===== src/rtl/mem_1r1w_pipe.sv =====
// Generic 1-read/1-write memory: lane write mask, pipelined read with valid strobe,
// zero-initialisation after reset. Define MEM_1R1W_BYPASS_EN for write-to-read forwarding.
module mem_1r1w_pipe #(
    parameter int unsigned DEPTH        = 48,
    parameter int unsigned WIDTH        = 64,
    parameter int unsigned MASK_GRAN    = 8,
    parameter int unsigned READ_LATENCY = 1,
    parameter int unsigned ADDR_W       = $clog2(DEPTH),
    parameter int unsigned MASK_W       = WIDTH / MASK_GRAN
) (
    input  logic              clock,
    input  logic              reset_n,
    input  logic [ADDR_W-1:0] R0_addr,
    input  logic              R0_en,
    output logic [WIDTH-1:0]  R0_data,
    output logic              R0_valid,
    input  logic [ADDR_W-1:0] W0_addr,
    input  logic              W0_en,
    input  logic [WIDTH-1:0]  W0_data,
    input  logic [MASK_W-1:0] W0_mask,
    output logic              init_busy
);

    localparam logic [ADDR_W-1:0] LastIdx = ADDR_W'(DEPTH - 1);

    typedef enum logic [0:0] {StInit, StRun} state_e;

    state_e            state_q, state_d;
    logic [ADDR_W-1:0] init_cnt_q, init_cnt_d;
    logic              init_we;
    logic              run;

    logic [WIDTH-1:0]  mem [DEPTH];

    logic              w_in_range, r_in_range;
    logic              w_fire, r_fire;
    logic [WIDTH-1:0]  rd_word, rd_next;

    logic [READ_LATENCY-1:0] vld_q;
    logic [WIDTH-1:0]        dat_q [READ_LATENCY];

    // ------------------------------------------------------------------
    // Init / run FSM
    // ------------------------------------------------------------------
    always_ff @(posedge clock or negedge reset_n) begin
        if (!reset_n) begin
            state_q    <= StInit;
            init_cnt_q <= '0;
        end else begin
            state_q    <= state_d;
            init_cnt_q <= init_cnt_d;
        end
    end

    always_comb begin
        state_d    = state_q;
        init_cnt_d = init_cnt_q;
        unique case (state_q)
            StInit: begin
                init_cnt_d = init_cnt_q + ADDR_W'(1);
                if (init_cnt_q == LastIdx) begin
                    state_d    = StRun;
                    init_cnt_d = '0;
                end
            end
            StRun: begin
                state_d = StRun;
            end
            default: begin
                state_d = StInit;
            end
        endcase
    end

    always_comb begin
        init_busy = 1'b0;
        init_we   = 1'b0;
        run       = 1'b0;
        unique case (state_q)
            StInit: begin
                init_busy = 1'b1;
                init_we   = 1'b1;
            end
            StRun: begin
                run = 1'b1;
            end
            default: begin
                init_busy = 1'b1;
            end
        endcase
    end

    // ------------------------------------------------------------------
    // Array write port
    // ------------------------------------------------------------------
    assign w_in_range = 32'(W0_addr) < DEPTH;
    assign r_in_range = 32'(R0_addr) < DEPTH;
    assign w_fire     = run & W0_en & w_in_range;
    assign r_fire     = run & R0_en;

    always_ff @(posedge clock) begin
        if (init_we) begin
            mem[init_cnt_q] <= '0;
        end else if (w_fire) begin
            for (int i = 0; i < MASK_W; i++) begin
                if (W0_mask[i]) begin
                    mem[W0_addr][i*MASK_GRAN +: MASK_GRAN] <= W0_data[i*MASK_GRAN +: MASK_GRAN];
                end
            end
        end
    end

    // ------------------------------------------------------------------
    // Read sample (stage 0 input)
    // ------------------------------------------------------------------
    assign rd_word = r_in_range ? mem[R0_addr] : '0;

`ifdef MEM_1R1W_BYPASS_EN
    logic [WIDTH-1:0] bit_mask;
    logic             collision;

    always_comb begin
        bit_mask = '0;
        for (int i = 0; i < MASK_W; i++) begin
            bit_mask[i*MASK_GRAN +: MASK_GRAN] = {MASK_GRAN{W0_mask[i]}};
        end
    end

    // w_fire already implies the write address is in range.
    assign collision = w_fire & r_in_range & (W0_addr == R0_addr);
    assign rd_next   = collision ? ((W0_data & bit_mask) | (rd_word & ~bit_mask)) : rd_word;
`else
    // Nonblocking array update makes a same-address read see the old word.
    assign rd_next = rd_word;
`endif

    // ------------------------------------------------------------------
    // Read pipeline; data stages only load behind a valid so the output holds.
    // ------------------------------------------------------------------
    always_ff @(posedge clock or negedge reset_n) begin
        if (!reset_n) begin
            vld_q <= '0;
            for (int i = 0; i < int'(READ_LATENCY); i++) begin
                dat_q[i] <= '0;
            end
        end else begin
            vld_q[0] <= r_fire;
            if (r_fire) begin
                dat_q[0] <= rd_next;
            end
            for (int i = 1; i < int'(READ_LATENCY); i++) begin
                vld_q[i] <= vld_q[i-1];
                if (vld_q[i-1]) begin
                    dat_q[i] <= dat_q[i-1];
                end
            end
        end
    end

    assign R0_valid = vld_q[READ_LATENCY-1];
    assign R0_data  = dat_q[READ_LATENCY-1];

endmodule


===== config.mk =====
export PLATFORM = sky130hd
export DESIGN_NAME = mem_1r1w_pipe
export DESIGN_NICKNAME = d
export VERILOG_FILES = /design/src/rtl/mem_1r1w_pipe.sv
export SDC_FILE = /design/constraint.sdc
export NUM_CORES = 2
export LEC_CHECK = 0
export BUFFER_PORTS_ARGS = -buffer_cell sky130_fd_sc_hd__buf_2
export CELL_PAD_IN_SITES_DETAIL_PLACEMENT = 0
export CELL_PAD_IN_SITES_GLOBAL_PLACEMENT = 1
export CORE_MARGIN = 3
export CORE_UTILIZATION = 58
export CTS_BUF_LIST = sky130_fd_sc_hd__clkbuf_8
export DETAILED_ROUTE_END_ITERATION = 8
export HOLD_SLACK_MARGIN = 0.1
export PLACE_DENSITY = 0.87
export SYNTH_ARGS = -nofsm -noshare
export SYNTH_HDL_FRONTEND = slang
export SYNTH_SLANG_ARGS = --single-unit

===== constraint.sdc =====
create_clock -name clock -period 3.2 [get_ports clock]
set_clock_uncertainty 0.1 [all_clocks]
set_input_delay 0.16 -clock clock [delete_from_list [all_inputs] [get_ports clock]]
set_output_delay 0.16 -clock clock [all_outputs]
set_load 0.02 [all_outputs]

-- Word-level counts from Yosys, hierarchy flattened
Memories as Yosys holds them, arrays and structs flattened.
Index checks and enable logic that the tools add are counted.
- bits in registers: 72
- memory bits (writable): 3072
- input bits: 88
- output and inout port bits: 66
- memories: 1
- add/sub/neg operators: 1
- order comparisons: 2
- equality and inequality tests: 1
- muxes and demuxes: 41
- bitwise operators: 4
- reductions and logical operators: 1
- memory list (name ; words ; bits a word ; read ports ; clocked after memory_dff ; wr ports ; line ; text):
    mem ; 48 ; 64 ; 1 ; 0 ; 1 ; 33 ; logic [WIDTH-1:0] mem [DEPTH];
- operator list (cell ; number):
    $mux 64 ; 2
    $reduce_or 64->1 ; 1
    $mux 1 ; 35
    $lt 6x6->1 const B ; 2
    $mux 6 ; 2
    $mux 8 ; 1
    $add 6x1->6 const B ; 1
    $eq 6x6->1 const B ; 1
    $and 1x1->1 ; 3
    $pmux 1 s2 ; 1
    $not 1->1 ; 1

-- Longest topological paths before layout
- word-level depth: 8
- mapped depth: 12
- depth with buffers taken out: 6

-- Worst setup path before layout
OpenSTA, ideal clock, no wires.
- path kind: reg2reg
- start: reg state_q
- end: mem mem[43][0], enable pin
- setup time: 0.370 ns
- data arrival time: 2.444 ns
- data required time: 2.730 ns
- setup slack: 0.286 ns
- cell stages (with the launch flop): 8
- buffers on the path: 1
- cell sequence: dfrtp_1 nand2_1 a211oi_2 buf_6 mux2_2 nor4_4 nand2_1 nor2_1
- word-level cells in the longest chain between the ends: 8
- RTL lines (item ; line ; text):
    start: declaration ; 28 ; state_e state_q, state_d;
    start signal: assignment ; 47 ; state_q <= StInit;
    start signal: assignment ; 50 ; state_q <= state_d;
    $mux 1 ; 79 ; unique case (state_q)
    $and 1x1->1 (2 in a row) ; 98 ; assign w_fire = run & W0_en & w_in_range;
    $mux 1 ; 104 ; end else if (w_fire) begin
    $mux 1 ; 102 ; if (init_we) begin
    $mux 1 (implied by the code) ; 107 ; mem[W0_addr][i*MASK_GRAN +: MASK_GRAN] <= W0_data[i*MASK_GRAN +: MASK_GRAN];
    $reduce_or 64->1 (no source line) ; -- ;
    $mux 6 (no source line) or $mux 8 (tied branches) ; -- ;
    end: declaration ; 33 ;
Several ways; a longest one is shown, not always the timed one.

-- Worst setup path in the final report
- start: reg state_q
- end: mem mem[42][1], enable pin
Same word-level chain as after synthesis.

==> run summary <==
Worst setup path
- **capturing instance or port of the critical path** mem[42][1]$_DFFE_PP_
- **Crit. End Element** flip-flop
- **worst reg2reg startpoint** state_q$_DFF_PN0_
- **required time of the critical path** 3.92 ns
- **reg-to-reg setup timing slack** -0.03 ns
- **sort of element at the start of the critical path** flip-flop
- **end of the worst register-to-register path** mem[42][1]$_DFFE_PP_
- **worst setup path startpoint** state_q$_DFF_PN0_
- **worst r2r path cells** 11
- **crit path max fanout** 11
- **Setup Crit Path Kind** reg -> reg
- **data arrival time at the worst-slack endpoint** 3.95 ns

Global routing
- **largest net degree at the start of global routing** 67
- **number of antenna violations at the first check in global routing** 20
- **met3 track demand over resource in global routing** 0.117
- **vias in the first global route** 68700
- **global-route usage over all layers** 0.336
- **global-route wire length before repair** 510000 µm
- **GR met1 Demand/Resource** 0.438
- **grt met2 use** 0.494
- **most congested layer reported by global routing** met2
- **Remaining Overflow, GRT** 0

Power and ir drop
- **VDD IR-drop max** 0.000484 V
- **leakage** 0.0524 µW
- **areal power density over the cells** 580 nW/µm²

Routing
- **violation count after the first detailed-route iteration** 10900
- **number of nets still failing antenna checks after routing** 0
- **post-detailed-routing wire length** 362000 µm
- **detailed-route DRC error count** 0
- **number of iterations in the first detailed-routing pass** 6
- **routed via count** 68600
- **Routed WL per cell** 35.3 µm
- **number of vias per cell** 6.68

Clock network
- **clock edge transition at the registers on the reported setup and hold paths** 0.06 ns
- **clock latency of the later-clocked register in the worst-skew pair** 1.15 ns
- **clock sink total** 3144
- **maximum count of clock buffers along a single path** 4
- **clock buffers created by TritonCTS** 484
- **CTS tree** yes
- **Root Driver** sky130_fd_sc_hd__clkbuf_8
- **level count of the clock H-tree** 5

Worst hold path
- **Hold Path Class** in -> reg

Yosys
- **count of warnings emitted by yosys** 0
- **main area contributors after synthesis** sky130_fd_sc_hd__edfxtp_1, sky130_fd_sc_hd__mux4_2, sky130_fd_sc_hd__mux2i_1
- **post-synthesis cell type with the largest combined area** sky130_fd_sc_hd__edfxtp_1
- **main flop type after synthesis** sky130_fd_sc_hd__edfxtp_1
- **synthesized net count** 6095
- **count of flip-flops with a built-in enable after synthesis** 3072
- **sequential element share of the synthesized area** 0.767
- **Post-Synthesis Mean Instance Area** 20.4 µm²
- **count of unique library cells instantiated by Yosys** 61
- **Gate Count Post-Synth** 6006
- **proportion of synthesized flip-flops having asynchronous set or reset** 0.0229
- **proportion of netlist area held by the largest area contributor** 0.753
- **number of synthesized register bits** 3144
- **netlist area before placement** 123000 µm²

Floorplan
- **die width** 466 µm
- **die outline area** 217000 µm²
- **vertical die dimension** 466 µm
- **total number of placement rows** 168
- **I/O pins** 154
- **Initial Util** 0.584
- **Placeable Area** 210000 µm²

STA
- **highest achievable clock rate** 0.309 GHz
- **setup repair after global routing missed its margin** yes
- **count of endpoints failing setup in the final report** 24
- **Slew @ Worst Pin** 1.35 ns
- **smallest setup slack after layout** -0.0312 ns
- **Hold Violations, Final** 0
- **total count of max-transition violations in the final report** 0
- **final period utilization** 1.01
- **headroom to the max-slew limit** 0.0995
- **time the final worst path needs with I/O delays and setup** 3.23 ns

Placement
- **post-placement cell count** 9255
- **GP Congestion** 0.952
- **IO buf count** 153
- **HPWL after DPL** 233000 µm

Job
- **total of max-cap violations** 0

Run status
- **outcome** finished with violations
- **failing checks** setup timing

Layout
- **total area of multi-input combinational cells** 27800 µm²
- **layout cells sized above 1** 0.337
- **area growth from synthesis to layout** 16.4%
- **storage element area** 94100 µm²
- **post-route non-filler standard cell count** 10300
- **fill cell total of the finished layout** 12700
- **# nets final** 7137
- **post-layout utilization of the core** 0.680

cell families after synthesis:
logic type | share of synthesized area
XOR/XNOR | 0.000214
multiplexers | 0.154
adder cells (fa/ha/maj) | 0.000102
AO/OA/AOI/OAI | 0.0292
AND/OR/NAND/NOR | 0.0339
buffers and inverters | 0.0152
flip-flops | 0.767
stage by stage:
| step | worst slack [ns] | instance area (µm²) | power (µW) | TNS (ns) | hold slack (ns) |
|---|---|---|---|---|---|
| after floorplan | 0.286 | 123000 | 48600 | 0 | -0.236 |
| after global placement | -0.456 | 131000 | 50800 | -381.03 | -0.0590 |
| after detailed placement | -0.497 | 131000 | 50900 | -509.81 | -0.0622 |
| after CTS | 0.000624 | 142000 | 82800 | 0 | 0.109 |
| after global routing | -0.170 | 143000 | 84900 | -4.06 | 0.187 |
| final | -0.0312 | 143000 | 82800 | -0.430 | 0.200 |
power breakdown:
group	switching, µW	internal, µW	total (µW)
Combinational	3300	1660	4970
Sequential	108	45300	45400
Clock	15500	16900	32400
cells in the mapped netlist (all sizes together) (25+ instances only):
| library cell | count |
|---|---|
| edfxtp | 3072 |
| mux4 | 690 |
| nor2 | 490 |
| nand2 | 256 |
| mux2i | 248 |
| buf | 204 |
| clkbuf | 147 |
| o21ai | 124 |
| a21oi | 104 |
| mux2 | 75 |
| and2 | 73 |
| dfrtp | 72 |
| o22ai | 67 |
| a22oi | 38 |
| a211oi | 33 |
| a221oi | 29 |
| o221ai | 25 |
repair_timing:
action / in CTS / in global routing
buffers inserted: 1 / 0
pin swaps: 1 / 0
gates resized for setup: 142 / 189
setup endpoints to repair: 2550 / 1527
hold buffers: 111 / 0
hold endpoints to repair: 5942 / 0
cell type report:
cell class,instances,area share
sequential,3144,0.659
clock inverter,381,0.0169
multi-input combinational,2504,0.195
antenna,16,0.000281
timing repair buffer,907,0.0560
clock buffer,498,0.0480
tap,2805,0.0246
inverter,7,0.000272
placed cells by master (no fill, tap or decap), types with 30 or more instances in the layout:
cell / instances
sky130_fd_sc_hd__buf_4: 539
sky130_fd_sc_hd__mux2i_1: 245
sky130_fd_sc_hd__nor2_2: 188
sky130_fd_sc_hd__dfrtp_1: 72
sky130_fd_sc_hd__buf_12: 98
sky130_fd_sc_hd__nand2_1: 249
sky130_fd_sc_hd__dlygate4sd3_1: 111
sky130_fd_sc_hd__o21ai_0: 124
sky130_fd_sc_hd__clkbuf_8: 498
sky130_fd_sc_hd__nor2_4: 68
sky130_fd_sc_hd__o22ai_1: 67
sky130_fd_sc_hd__inv_1: 137
sky130_fd_sc_hd__edfxtp_1: 3072
sky130_fd_sc_hd__buf_2: 148
sky130_fd_sc_hd__bufinv_16: 30
sky130_fd_sc_hd__a22oi_1: 38
sky130_fd_sc_hd__a21oi_1: 95
sky130_fd_sc_hd__mux4_2: 690
sky130_fd_sc_hd__mux2_2: 75
sky130_fd_sc_hd__and2_1: 69
sky130_fd_sc_hd__clkinv_1: 107
sky130_fd_sc_hd__nor2_1: 234
sky130_fd_sc_hd__a211oi_1: 32
sky130_fd_sc_hd__clkinv_2: 97
worst min path at each step:
stage                                   end  slack [ns]        start  depth (start not counted)
global placement    R0_data[52]$_DFFE_PN0P_       -0.06      reset_n                          1
global route          mem[44][35]$_DFFE_PP_        0.19  W0_data[35]                          4
finish                 mem[6][54]$_DFFE_PP_        0.20  W0_data[54]                          4
floorplan            R0_data[0]$_DFFE_PN0P_       -0.24      reset_n                          0
detailed placement  R0_data[52]$_DFFE_PN0P_       -0.06      reset_n                          1
CTS                    mem[7][54]$_DFFE_PP_        0.11  W0_data[54]                          4
sequential cells by signal, indices dropped and copies added, names as in the netlist:
signal / cells
R0_data: 64
R0_valid: 1
init_cnt_q: 6
mem: 3072
state_q: 1
metal layers:
metal | part of all wire | vias to the layer above
li1 | - | 26900
met2 | 0.46 | 5834
met5 | 0.00090 | -
met4 | 0.068 | 28
met1 | 0.33 | 34800
met3 | 0.15 | 1059
worst max-delay path: stages (launching register included):
cell and delay, ns:
sky130_fd_sc_hd__dfrtp_1 0.36, sky130_fd_sc_hd__nand2_1 0.13, sky130_fd_sc_hd__a211oi_4 0.23, sky130_fd_sc_hd__buf_12 0.16, sky130_fd_sc_hd__buf_12 0.13, sky130_fd_sc_hd__mux2_2 0.41, sky130_fd_sc_hd__nor4_4 0.28, sky130_fd_sc_hd__buf_4 0.17
sky130_fd_sc_hd__nand2_1 0.21, sky130_fd_sc_hd__buf_4 0.28, sky130_fd_sc_hd__nor2_1 0.21, sky130_fd_sc_hd__buf_4 0.25
Power figures use the tool's default switching activity.
